File: src/rtl/add_stream_ctrl_if.sv
// Operand and result handshake channels of add_stream_ctrl.
// The slave view belongs to the controller; the master view belongs to its environment.
interface add_stream_ctrl_if;
  logic        s_valid;
  logic        s_ready;
  logic [31:0] s_a;
  logic [31:0] s_b;
  logic        m_valid;
  logic        m_ready;
  logic [31:0] m_res;
  logic        m_ovfl;

  modport slave (
    input  s_valid, s_a, s_b, m_ready,
    output s_ready, m_valid, m_res, m_ovfl
  );

  modport master (
    output s_valid, s_a, s_b, m_ready,
    input  s_ready, m_valid, m_res, m_ovfl
  );
endinterface

File: src/rtl/add_stream_ctrl.sv
// Credit-based controller around an external one-cycle registered adder.
// Results are queued in order, and carry-outs are counted with saturation.
module add_stream_ctrl #(
  parameter int DEPTH = 4,
  parameter int CNT_W = 16
) (
  input  logic               clk,
  input  logic               rst_n,
  add_stream_ctrl_if.slave   bus,
  output logic [31:0]        add_ina_o,
  output logic [31:0]        add_inb_o,
  input  logic [31:0]        add_res_i,
  input  logic               add_ovfl_i,
  input  logic               clr_cnt_i,
  output logic [CNT_W-1:0]   ovfl_cnt_o,
  output logic               busy_o
);

  localparam int AW = (DEPTH > 1) ? $clog2(DEPTH) : 1;
  localparam logic [AW:0] DEPTH_C = DEPTH[AW:0];

  logic              inflight_q, inflight_d;
  logic [AW:0]       count_q, count_d;
  logic [AW-1:0]     wr_ptr_q, wr_ptr_d;
  logic [AW-1:0]     rd_ptr_q, rd_ptr_d;
  logic [CNT_W-1:0]  cnt_q, cnt_d;
  logic [32:0]       mem_q [DEPTH];

  logic              s_ready;
  logic              m_valid;
  logic              accept;
  logic              push;
  logic              pop;
  logic [AW+1:0]     credit;

  // An operation in flight already owns a FIFO slot, so it is counted as a used credit.
  assign credit  = {1'b0, count_q} + {{(AW+1){1'b0}}, inflight_q};
  assign s_ready = credit < {1'b0, DEPTH_C};
  assign m_valid = (count_q != '0);
  assign accept  = bus.s_valid && s_ready;
  assign push    = inflight_q;
  assign pop     = m_valid && bus.m_ready;

  assign bus.s_ready = s_ready;
  assign bus.m_valid = m_valid;
  assign bus.m_res   = m_valid ? mem_q[rd_ptr_q][31:0] : 32'h0;
  assign bus.m_ovfl  = m_valid ? mem_q[rd_ptr_q][32] : 1'b0;

  assign add_ina_o  = accept ? bus.s_a : 32'h0;
  assign add_inb_o  = accept ? bus.s_b : 32'h0;
  assign ovfl_cnt_o = cnt_q;
  assign busy_o     = inflight_q || m_valid;

  always_comb begin
    inflight_d = accept;
    wr_ptr_d   = push ? wr_ptr_q + 1'b1 : wr_ptr_q;
    rd_ptr_d   = pop  ? rd_ptr_q + 1'b1 : rd_ptr_q;
    count_d    = count_q;
    case ({push, pop})
      2'b10:   count_d = count_q + 1'b1;
      2'b01:   count_d = count_q - 1'b1;
      default: count_d = count_q;
    endcase
    // Clear wins over a same-cycle increment; the counter sticks at all-ones.
    cnt_d = cnt_q;
    if (clr_cnt_i) begin
      cnt_d = '0;
    end else if (push && add_ovfl_i && (cnt_q != '1)) begin
      cnt_d = cnt_q + 1'b1;
    end
  end

  always_ff @(posedge clk or negedge rst_n) begin
    if (!rst_n) begin
      inflight_q <= 1'b0;
      count_q    <= '0;
      wr_ptr_q   <= '0;
      rd_ptr_q   <= '0;
      cnt_q      <= '0;
    end else begin
      inflight_q <= inflight_d;
      count_q    <= count_d;
      wr_ptr_q   <= wr_ptr_d;
      rd_ptr_q   <= rd_ptr_d;
      cnt_q      <= cnt_d;
    end
  end

  always_ff @(posedge clk) begin
    if (push) begin
      mem_q[wr_ptr_q] <= {add_ovfl_i, add_res_i};
    end
  end

  no_push_when_full: assert property (
    @(posedge clk) disable iff (!rst_n) !(inflight_q && (count_q == DEPTH_C))
  );

endmodule

File: src/flat_wrapper.sv
// flat-port wrapper written by rule: the top's interface ports become plain ports
module add_stream_ctrl_flat 
#(
  parameter int DEPTH = 4,
  parameter int CNT_W = 16
)
  (clk, rst_n, add_ina_o, add_inb_o, add_res_i, add_ovfl_i, clr_cnt_i, ovfl_cnt_o, busy_o, bus_s_valid, bus_s_a, bus_s_b, bus_m_ready, bus_s_ready, bus_m_valid, bus_m_res, bus_m_ovfl);
  add_stream_ctrl_if bus_i ();
  input  logic clk;
  input  logic rst_n;
  output logic [31:0] add_ina_o;
  output logic [31:0] add_inb_o;
  input  logic [31:0] add_res_i;
  input  logic add_ovfl_i;
  input  logic clr_cnt_i;
  output logic [CNT_W-1:0] ovfl_cnt_o;
  output logic busy_o;
  input wire logic [$bits(bus_i.s_valid)-1:0] bus_s_valid;
  input wire logic [$bits(bus_i.s_a)-1:0] bus_s_a;
  input wire logic [$bits(bus_i.s_b)-1:0] bus_s_b;
  input wire logic [$bits(bus_i.m_ready)-1:0] bus_m_ready;
  output wire logic [$bits(bus_i.s_ready)-1:0] bus_s_ready;
  output wire logic [$bits(bus_i.m_valid)-1:0] bus_m_valid;
  output wire logic [$bits(bus_i.m_res)-1:0] bus_m_res;
  output wire logic [$bits(bus_i.m_ovfl)-1:0] bus_m_ovfl;
  assign bus_i.s_valid = bus_s_valid;
  assign bus_i.s_a = bus_s_a;
  assign bus_i.s_b = bus_s_b;
  assign bus_i.m_ready = bus_m_ready;
  assign bus_s_ready = bus_i.s_ready;
  assign bus_m_valid = bus_i.m_valid;
  assign bus_m_res = bus_i.m_res;
  assign bus_m_ovfl = bus_i.m_ovfl;
  add_stream_ctrl #(.DEPTH(DEPTH), .CNT_W(CNT_W)) u_core (.clk(clk), .rst_n(rst_n), .bus(bus_i), .add_ina_o(add_ina_o), .add_inb_o(add_inb_o), .add_res_i(add_res_i), .add_ovfl_i(add_ovfl_i), .clr_cnt_i(clr_cnt_i), .ovfl_cnt_o(ovfl_cnt_o), .busy_o(busy_o));
endmodule
File: config.mk
export PLATFORM = sky130hd
export DESIGN_NAME = add_stream_ctrl_flat
export DESIGN_NICKNAME = d
export VERILOG_FILES = /design/src/rtl/add_stream_ctrl_if.sv /design/src/rtl/add_stream_ctrl.sv /design/src/flat_wrapper.sv
export SDC_FILE = /design/constraint.sdc
export NUM_CORES = 1
export LEC_CHECK = 0
export BUFFER_PORTS_ARGS = -buffer_cell sky130_fd_sc_hd__buf_2
export CAP_MARGIN = 20
export CORE_MARGIN = 3
export CORE_UTILIZATION = 30
export CTS_CLUSTER_SIZE = 24
export DETAILED_ROUTE_END_ITERATION = 8
export SYNTH_ARGS = -nofsm -noshare
export SYNTH_HDL_FRONTEND = slang
export SYNTH_SLANG_ARGS = --single-unit
File: constraint.sdc
create_clock -name clk -period 2.65 [get_ports clk]
set_input_delay 0.3975 -clock clk [delete_from_list [all_inputs] [get_ports clk]]
set_output_delay 0.3975 -clock clk [all_outputs]
set_load 0.03 [all_outputs]
Yosys cells after proc, flatten, opt, wreduce, memory -nomap -nowiden
Memories as Yosys holds them, arrays and structs flattened.
Cells that the tools add are included.
{"block": "totals", "register_bits": 24, "ramBits": 132, "mem_count": 1}
{"memory": "u_core.mem_q", "words": 4, "width": 33, "read_ports": 1, "rd_clocked_by_memory_dff": 0, "wr": 1, "line": "add_stream_ctrl.sv:27", "text": "logic [32:0] mem_q [DEPTH];"}
{"block": "op_classes", "addsub": 6, "magnitude_cmp": 1, "n_eq_ne": 3, "n_mux": 9, "reduce_logical": 8}
{"cell": "two-way mux 32 bit", "n": 3}
{"cell": "two-way mux 16 bit", "n": 2}
{"cell": "adder 16 x 1 -> 16 bit, second input constant", "n": 1}
{"cell": "!= test 16 bit, second input constant", "n": 1}
{"cell": "one-hot mux 3 bit (2 select lines)", "n": 1}
{"cell": "adder 2 x 1 -> 2 bit, second input constant", "n": 2}
{"cell": "adder 3 x 1 -> 4 bit", "n": 1}
{"cell": "logical AND 1 bit", "n": 4}
{"cell": "less-than comparator 4 x 3 -> 1 bit, second input constant", "n": 1}
{"cell": "nonzero test 2 bit", "n": 2}
{"cell": "adder 3 x 1 -> 3 bit, second input constant", "n": 1}
{"cell": "two-way mux 1 bit", "n": 3}
{"cell": "nonzero test 3 bit", "n": 1}
{"cell": "subtractor 3 x 1 -> 3 bit, second input constant", "n": 1}
{"cell": "equality test 2 x 1 -> 1 bit, second input constant", "n": 1}
{"cell": "equality test 2 bit, second input constant", "n": 1}
{"cell": "logical OR 1 bit", "n": 1}

Depth between registers and ports, before layout
Gate-level depths: netlist of the first run.
{"block": "depth", "word_depth": 4, "ltp_mapped": 9}

Worst setup path before layout of the first run
No wires, ideal clock.
{"block": "synth_path", "path_type": "register -> output", "startpoint": "reg u_core.rd_ptr_q[0]", "endpoint": "out bus_m_res[10]", "arrival_time_ns": 1.779, "t_required_ns": 2.253, "setup_slack_ns": 0.473, "stages_incl_launch_ff": 5, "n_path_buf": 2, "cell_sequence": "dfrtp_1 clkbuf_1 buf_2 mux4_2 and2_1"}
{"block": "synth_via", "elab_chain_cells": 2}
{"item": "start, declared", "line": "add_stream_ctrl.sv:25", "text": "logic [AW-1:0] rd_ptr_q, rd_ptr_d;"}
{"item": "start signal, assigned", "line": "add_stream_ctrl.sv:84", "text": "rd_ptr_q <= rd_ptr_d;"}
{"item": "memory read (4 x 33 bit)"}
{"item": "two-way mux 32 bit", "line": "add_stream_ctrl.sv:46", "text": "assign bus.m_res = m_valid ? mem_q[rd_ptr_q][31:0] : 32'h0;"}
{"item": "end, declared", "line": "flat_wrapper.sv:24", "text": "output wire logic [$bits(bus_i.m_res)-1:0] bus_m_res;"}
Every way passes these cells.

Final worst setup path of the first run
{"block": "layout_path", "startpoint": "reg u_core.rd_ptr_q[1]", "endpoint": "out bus_m_res[4]"}
The elaborated chain is that of the path after synthesis.

==> results of run 1 <==
[cell usage in the layout, fill, tap and decap left out, types with 4 or more instances in the layout]
cell type  netlist  layout
mux4_2          33      33
nand4_1          4       4
o31ai_1          4       4
a21oi_1         11      11
dfrtp_1         24      22
nor3_1           4       4
clkbuf_16        0      17
and3_1          66      66
or4_1            7       7
buf_2            4     217
o21ai_0          7       7
xor2_1           4       4
and2_2           0       4
buf_4            0       7
ha_1             6       6
edfxtp_1       132     132
nand2_1         12      12
inv_1            9       9
and2_1          40      36
or3_1            4       4
[cells by family after synthesis]
logic type,Yosys count
AO/OA/AOI/OAI,32
XOR/XNOR,6
adder cells (fa/ha/maj),7
buffers and inverters,42
flip-flops,156
multiplexers,34
AND/OR/NAND/NOR,155
[critical path, delay by kind of cell (launching register included)]
family	cells	cell delay, ns
flops	1	0.76
buf+inv	2	0.46
mux	1	0.31
simple gates	1	0.16
[cell type report]
cell class / instances / area, um^2 / share of cell area
Multi-Input combinational cell: 234 / 2080 / 0.235
Tap cell: 280 / 350 / 0.0396
Inverter: 9 / 33.8 / 0.00382
Clock inverter: 15 / 171 / 0.0194
Sequential cell: 156 / 4570 / 0.516
Timing Repair Buffer: 229 / 1220 / 0.138
Clock buffer: 17 / 425 / 0.0481
[registers in the layout, summed over array words and instances (netlist names)]
register and cells:
u_core.mem_q 132, u_core.ovfl_cnt_o 16, u_core.count_q 3, u_core.rd_ptr_q 2
u_core.wr_ptr_q 2, u_core.inflight_q 1
[per-layer routing]
| metal | up-vias | GRT usage | part of all wire |
|---|---|---|---|
| li1 | 2109 | - | - |
| met1 | 2262 | 0.161 | 0.37 |
| met4 | 2 | 0.0525 | 0.019 |
| met5 | - | 0 | 0.0011 |
| met2 | 198 | 0.271 | 0.54 |
| met3 | 26 | 0.0382 | 0.068 |
[worst paths after layout]
path                                           startpoint                                to  cells after the start
hold / removal                              add_res_i[27]     u_core.mem_q[2][27]$_DFFE_PP_                      1
min in group asynchronous                           rst_n  u_core.ovfl_cnt_o[6]$_DFFE_PN0P_                      2
max in group asynchronous                           rst_n    u_core.rd_ptr_q[1]$_DFFE_PN0N_                      2
hold reg to reg            u_core.wr_ptr_q[0]$_DFFE_PN0P_    u_core.wr_ptr_q[0]$_DFFE_PN0P_                      1
setup reg to reg              u_core.inflight_q$_DFF_PN0_  u_core.ovfl_cnt_o[9]$_DFFE_PN0P_                      4
setup / recovery           u_core.rd_ptr_q[1]$_DFFE_PN0N_                      bus_m_res[4]                      4
[power breakdown]
| group | internal (W) | total (W) | leakage (nW) | switching, W |
|---|---|---|---|---|
| Sequential | 0.00304 | 0.00327 | 1.51 | 0.000230 |
| Clock | 0.00148 | 0.00244 | 0.283 | 0.000961 |
| Combinational | 0.00139 | 0.00372 | 1.92 | 0.00233 |
| Total | 0.00590 | 0.00942 | 3.72 | 0.00352 |
[per-stage QoR]
stage | hold slack [ns] | power [W]
floorplan | 0.102 | 0.00591
global placement | 0.411 | 0.00702
detailed placement | 0.427 | 0.00710
CTS | 0.169 | 0.00957
global route | 0.176 | 0.00994
finish | 0.197 | 0.00942
[repair_timing]
item / 4_1_cts / 5_1_grt
setup endpoints to repair: 0 / 7
hold buffers: 1 / 0
endpoints found under the hold margin: 24 / 0
resized for setup: 0 / 1
==> impl_metrics.prom, run 1 <==
# TYPE chip_impl_metric gauge
chip_impl_info{name="status",value="completed"} 1
chip_impl_metric{name="die_y",unit="um"} 156
chip_impl_metric{name="number_of_clock_buffers_inserted_by_tritoncts",unit=""} 17
chip_impl_info{name="cts_root_buf",value="clkbuf_16"} 1
chip_impl_metric{name="number_of_placed_i_o_pins",unit=""} 218
chip_impl_metric{name="clock_sinks",unit=""} 156
chip_impl_metric{name="antenna_left",unit=""} 0
chip_impl_metric{name="post-route-worst-setup-slack",unit="ns"} 0.133
chip_impl_metric{name="routedWlPerCell",unit="um"} 19.1
chip_impl_metric{name="tightestPinTransition",unit="ns"} 0.770
chip_impl_metric{name="largest_incremental_delay_on_the_critical_path",unit="ns"} 0.76
chip_impl_metric{name="final_net_count",unit=""} 756
chip_impl_metric{name="peakVddDrop",unit="mV"} 0.416
chip_impl_info{name="top_cell_types_by_occurrence_after_synthesis",value="edfxtp_1, and3_1, and2_1"} 1
chip_impl_metric{name="cts.clk_slew.worst_paths",unit="ns"} 0.06
chip_impl_metric{name="number_of_antenna_violations_at_the_first_check_in_global_routing",unit=""} 1
chip_impl_info{name="worstPathCellList",value="buf_4 > mux4_2 > and2_1 > buf_2"} 1
chip_impl_metric{name="arrival",unit="ns"} 2.12
chip_impl_info{name="cpMaxStageDelayCell",value="dfrtp_2"} 1
chip_impl_metric{name="worstSkewPairLatency",unit="ns"} 0.41
chip_impl_metric{name="power_density_over_cell_area",unit="nW/um^2"} 1060
chip_impl_metric{name="synth_seq_cells",unit=""} 156
chip_impl_info{name="tritoncts",value="built"} 1
chip_impl_info{name="synth.top_cells.by_area",value="edfxtp_1, mux4_2, dfrtp_1"} 1
chip_impl_metric{name="start_util",unit=""} 0.308
chip_impl_metric{name="area_delta_synth_final",unit="%"} 30.4
chip_impl_metric{name="dp.final_hpwl",unit="um"} 12500
chip_impl_metric{name="dr.first_iter.drc_count",unit=""} 259
chip_impl_info{name="synth-main-ff-cell",value="edfxtp_1"} 1
chip_impl_metric{name="synth_async_sr_flop_share",unit=""} 0.154
chip_impl_metric{name="synthDistinctLibCells",unit=""} 42
chip_impl_metric{name="drive_gt1_frac",unit=""} 0.461
chip_impl_metric{name="max_fanout_on_critical_path",unit=""} 21
chip_impl_metric{name="port_buffers",unit=""} 217
chip_impl_metric{name="final_critical_path_required_period",unit="ns"} 2.52
chip_impl_info{name="rsz0062_at_grt",value="no"} 1
chip_impl_metric{name="r2r_setup_slack",unit="ns"} 0.63
chip_impl_metric{name="detail_route.drc_violations",unit=""} 0
chip_impl_metric{name="synthCells",unit=""} 432
chip_impl_metric{name="rows",unit=""} 54
chip_impl_metric{name="synthXorXnorAreaFrac",unit=""} 0.00774
chip_impl_metric{name="post_synth_instance_area",unit="um^2"} 6790
chip_impl_metric{name="timing.final.hold_violations",unit=""} 0
chip_impl_metric{name="skew",unit="ns"} 0.00723
chip_impl_metric{name="synth-adder-area-share",unit=""} 0.0140
chip_impl_metric{name="post_synth.cell_area_avg",unit="um^2"} 15.7
chip_impl_metric{name="final_cell_area",unit="um^2"} 8850
chip_impl_metric{name="core-area",unit="um^2"} 22000
chip_impl_info{name="hold_class",value="in2reg"} 1
chip_impl_info{name="worst_setup_ep_type",value="output port"} 1
chip_impl_metric{name="grt_pass1_vias",unit=""} 4959
chip_impl_metric{name="gp_congestion",unit=""} 0.872
chip_impl_metric{name="drv_slew",unit=""} 0
chip_impl_metric{name="drv_cap",unit=""} 0
chip_impl_metric{name="post-cts-setup-buffer-count",unit=""} 0
chip_impl_metric{name="finalWirelength",unit="um"} 18000
chip_impl_metric{name="post_synth_mux_area_share",unit=""} 0.111
chip_impl_metric{name="h-tree-depth",unit=""} 4
chip_impl_metric{name="final_worst_path_period_share",unit=""} 0.950
chip_impl_metric{name="grt_pass1_wl",unit="um"} 27100
chip_impl_metric{name="route.vias.total",unit=""} 4597
chip_impl_metric{name="die_area",unit="um^2"} 24500
chip_impl_metric{name="drt_first_pass_iters",unit=""} 4
chip_impl_metric{name="track_usage",unit=""} 0.146
chip_impl_metric{name="leakage_power_summed_over_all_cells",unit="nW"} 3.72
chip_impl_metric{name="num_antenna_cells",unit=""} 0
chip_impl_metric{name="critical_path_required",unit="ns"} 2.25
chip_impl_metric{name="maximum_number_of_pins_on_one_net_before_global_route_repair",unit=""} 67
chip_impl_metric{name="layoutNonFillerInstCount",unit=""} 940
chip_impl_metric{name="synth_compound_gate_area_share",unit=""} 0.0299
chip_impl_metric{name="placed_cells",unit=""} 907
chip_impl_metric{name="clockBufferDepth",unit=""} 2
chip_impl_metric{name="synthSimpleGateAreaFrac",unit=""} 0.141
chip_impl_metric{name="ys_seq_area_frac",unit=""} 0.672
chip_impl_metric{name="fin_util",unit=""} 0.402
chip_impl_info{name="start_kind",value="register"} 1
chip_impl_metric{name="synth_top_area_share",unit=""} 0.584
chip_impl_metric{name="floorplan.die.width",unit="um"} 156
chip_impl_metric{name="placed_area",unit="um^2"} 8240
chip_impl_metric{name="grt.overflow.total",unit=""} 0
chip_impl_info{name="yosys.area.top_type",value="edfxtp_1"} 1
chip_impl_metric{name="pre_cts_slack",unit="ns"} 0.537
chip_impl_metric{name="fin_setup_tns",unit="ns"} 0
chip_impl_metric{name="fmaxAchievable",unit="GHz"} 0.397
chip_impl_metric{name="timing.max_slew.rel_slack",unit=""} 0.486
chip_impl_metric{name="fillers",unit=""} 2089
chip_impl_metric{name="routed_via_density",unit=""} 4.89
chip_impl_info{name="dominant_combinational_cell_family_by_area_after_synthesis",value="simple AND/OR/NAND/NOR gates"} 1
chip_impl_info{name="yosysMostFrequentCell",value="edfxtp_1"} 1
chip_impl_metric{name="number_of_warnings_issued_by_yosys",unit=""} 0
chip_impl_metric{name="count_of_flip_flops_with_a_built_in_enable_after_synthesis",unit=""} 132
chip_impl_metric{name="finalSetupViolCount",unit=""} 0
chip_impl_info{name="timing.setup.critical_path_class",value="reg2out"} 1
chip_impl_metric{name="syn_nets",unit=""} 541
Power figures use the tool's default switching activity.
==> inputs of run 2 (changes only) <==
CORE_UTILIZATION = 51   (was 30)
MAX_ROUTING_LAYER = met4   (was default)
PLACE_DENSITY = 0.8   (was default)
==> impl_metrics.prom, run 2 (same netlist as run 1, synthesis figures left out) <==
# TYPE chip_impl_metric gauge
chip_impl_info{name="rsz0062_at_grt",value="no"} 1
chip_impl_metric{name="timing.final.hold_violations",unit=""} 0
chip_impl_info{name="worst_setup_ep_type",value="output port"} 1
chip_impl_metric{name="number_of_clock_buffers_inserted_by_tritoncts",unit=""} 17
chip_impl_info{name="cpMaxStageDelayCell",value="dfrtp_2"} 1
chip_impl_metric{name="finalWirelength",unit="um"} 16000
chip_impl_metric{name="placed_cells",unit=""} 803
chip_impl_metric{name="routedWlPerCell",unit="um"} 19.0
chip_impl_metric{name="floorplan.die.width",unit="um"} 121
chip_impl_metric{name="die_area",unit="um^2"} 14700
chip_impl_info{name="tritoncts",value="built"} 1
chip_impl_metric{name="antenna_left",unit=""} 0
chip_impl_metric{name="track_usage",unit=""} 0.228
chip_impl_info{name="r2r-end",value="u_core.ovfl_cnt_o[15]$_DFFE_PN0P_"} 1
chip_impl_metric{name="core-area",unit="um^2"} 12800
chip_impl_metric{name="port_buffers",unit=""} 217
chip_impl_metric{name="max_fanout_on_critical_path",unit=""} 8
chip_impl_metric{name="largest_register_ffs",unit=""} 132
chip_impl_metric{name="drv_cap",unit=""} 0
chip_impl_metric{name="grt_pass1_wl",unit="um"} 24600
chip_impl_metric{name="timing.max_slew.rel_slack",unit=""} 0.610
chip_impl_metric{name="leakage_power_summed_over_all_cells",unit="nW"} 3.74
chip_impl_info{name="most-common-layout-cells",value="buf_2, edfxtp_1, and3_1"} 1
chip_impl_info{name="critical_path.startpoint",value="u_core.rd_ptr_q[0]$_DFFE_PN0N_"} 1
chip_impl_metric{name="clockBufferDepth",unit=""} 2
chip_impl_metric{name="grt.overflow.total",unit=""} 0
chip_impl_metric{name="finalSetupViolCount",unit=""} 0
chip_impl_metric{name="cts.clk_slew.worst_paths",unit="ns"} 0.06
chip_impl_metric{name="layoutNonFillerInstCount",unit=""} 838
chip_impl_metric{name="critical_path_required",unit="ns"} 2.25
chip_impl_metric{name="rows",unit=""} 41
chip_impl_metric{name="detail_route.drc_violations",unit=""} 0
chip_impl_info{name="cts_root_buf",value="clkbuf_16"} 1
chip_impl_metric{name="number_of_placed_i_o_pins",unit=""} 218
chip_impl_metric{name="power_density_over_cell_area",unit="nW/um^2"} 1070
chip_impl_metric{name="placed_area",unit="um^2"} 8180
chip_impl_metric{name="fillers",unit=""} 900
chip_impl_metric{name="maximum_number_of_pins_on_one_net_before_global_route_repair",unit=""} 55
chip_impl_metric{name="die_y",unit="um"} 121
chip_impl_info{name="start_kind",value="register"} 1
chip_impl_metric{name="dr.first_iter.drc_count",unit=""} 386
chip_impl_metric{name="arrival",unit="ns"} 2.03
chip_impl_metric{name="fin_util",unit=""} 0.683
chip_impl_info{name="top_register",value="u_core.mem_q"} 1
chip_impl_metric{name="worstSkewPairLatency",unit="ns"} 0.41
chip_impl_metric{name="drive_gt1_frac",unit=""} 0.451
chip_impl_metric{name="fin_setup_tns",unit="ns"} 0
chip_impl_metric{name="pre_cts_slack",unit="ns"} 0.631
chip_impl_metric{name="critical_path.n_buffers_inverters",unit=""} 2
chip_impl_metric{name="h-tree-depth",unit=""} 4
chip_impl_metric{name="cts_repair_resize_count",unit=""} 0
chip_impl_info{name="worst_hold_path.endpoint",value="u_core.mem_q[2][27]$_DFFE_PP_"} 1
chip_impl_info{name="timing.setup.critical_path_class",value="reg2out"} 1
chip_impl_metric{name="fmaxAchievable",unit="GHz"} 0.412
chip_impl_info{name="hold_class",value="in2reg"} 1
chip_impl_metric{name="post-cts-setup-buffer-count",unit=""} 0
chip_impl_metric{name="gp_congestion",unit=""} 0.928
chip_impl_info{name="status",value="completed"} 1
chip_impl_metric{name="final_critical_path_required_period",unit="ns"} 2.43
chip_impl_metric{name="routed_via_density",unit=""} 5.52
chip_impl_info{name="crit-reg2reg-launch",value="u_core.ovfl_cnt_o[5]$_DFFE_PN0P_"} 1
chip_impl_metric{name="grt_pass1_vias",unit=""} 4743
chip_impl_metric{name="skew",unit="ns"} 0.00708
chip_impl_metric{name="min_delay_path_depth",unit=""} 1
chip_impl_metric{name="number_of_antenna_violations_at_the_first_check_in_global_routing",unit=""} 2
chip_impl_info{name="min_from",value="add_res_i[27]"} 1
chip_impl_metric{name="route.vias.total",unit=""} 4628
chip_impl_metric{name="peakVddDrop",unit="mV"} 0.524
chip_impl_metric{name="clock_sinks",unit=""} 156
chip_impl_metric{name="area_delta_synth_final",unit="%"} 29.1
chip_impl_metric{name="drt_first_pass_iters",unit=""} 4
chip_impl_metric{name="largest_incremental_delay_on_the_critical_path",unit="ns"} 0.52
chip_impl_info{name="cp_top_family",value="flip-flops"} 1
chip_impl_info{name="most_common_cell_after_layout_fill_and_taps_aside",value="buf_2"} 1
chip_impl_metric{name="post-route-worst-setup-slack",unit="ns"} 0.221
chip_impl_metric{name="final_cell_area",unit="um^2"} 8760
chip_impl_metric{name="final_net_count",unit=""} 760
chip_impl_metric{name="start_util",unit=""} 0.529
chip_impl_metric{name="tightestPinTransition",unit="ns"} 0.585
chip_impl_metric{name="final_worst_path_period_share",unit=""} 0.917
chip_impl_info{name="worstPathCellList",value="buf_4 > mux4_2 > and2_1 > buf_2"} 1
chip_impl_metric{name="drv_slew",unit=""} 0
chip_impl_metric{name="depth_of_the_most_critical_reg_to_reg_path",unit=""} 4
chip_impl_metric{name="dp.final_hpwl",unit="um"} 11000
chip_impl_metric{name="r2r_setup_slack",unit="ns"} 0.63
## run 2: cell count changes in the layout (fill, tap and decap cells not counted), sizes merged
cell and delta:
diode +3, clkbuf +4, clkinv +1, inv -2, clkinvlp -4, buf +4
## run 2: layout make-up
class / count / area [um^2] / area share
Antenna cell: 3 / 7.51 / 0.000857
Clock buffer: 21 / 440 / 0.0502
Clock inverter: 10 / 124 / 0.0141
Inverter: 9 / 33.8 / 0.00385
Multi-Input combinational cell: 234 / 2080 / 0.238
Sequential cell: 156 / 4570 / 0.521
Tap cell: 172 / 215 / 0.0246
Timing Repair Buffer: 233 / 1300 / 0.148
## run 2: worst max-delay path by stage
stage	endpoint	slack, ns	cells past startpoint
6_report	bus_m_res[27]	0.22	4
5_1_grt	bus_m_res[30]	0.09	4
4_1_cts	bus_m_res[24]	0.17	4
3_5_place_dp	bus_m_res[27]	0.63	4
3_3_place_gp	bus_m_res[26]	0.66	4
2_1_floorplan	bus_m_res[10]	0.47	4
## run 2: stage by stage
stage	hold slack, ns	power (W)
floorplan	0.102	0.00591
global placement	0.414	0.00703
detailed placement	0.421	0.00713
CTS	0.176	0.00948
global route	0.180	0.00981
finish	0.198	0.00938
## run 2: layer usage
| metal | vias to the layer above | wire length (um) | part of all wire | track usage |
|---|---|---|---|---|
| met3 | 20 | 926 | 0.058 | 0.0578 |
| met5 | - | 0 | 0 | - |
| li1 | 2128 | - | - | - |
| met4 | 0 | 221 | 0.014 | 0.0756 |
| met1 | 2310 | 6210 | 0.39 | 0.278 |
| met2 | 170 | 8600 | 0.54 | 0.377 |
## run 2: what timing repair did
action	4_1_cts	5_1_grt
hold buffers	1	0
setup endpoints to repair	0	0
hold endpoints to repair	24	0
## run 2: where the power goes
part           leakage [nW]  switching, W  internal, W
clock network         0.275      0.000876      0.00146
logic                  1.95       0.00236      0.00147
registers              1.52      0.000171      0.00304
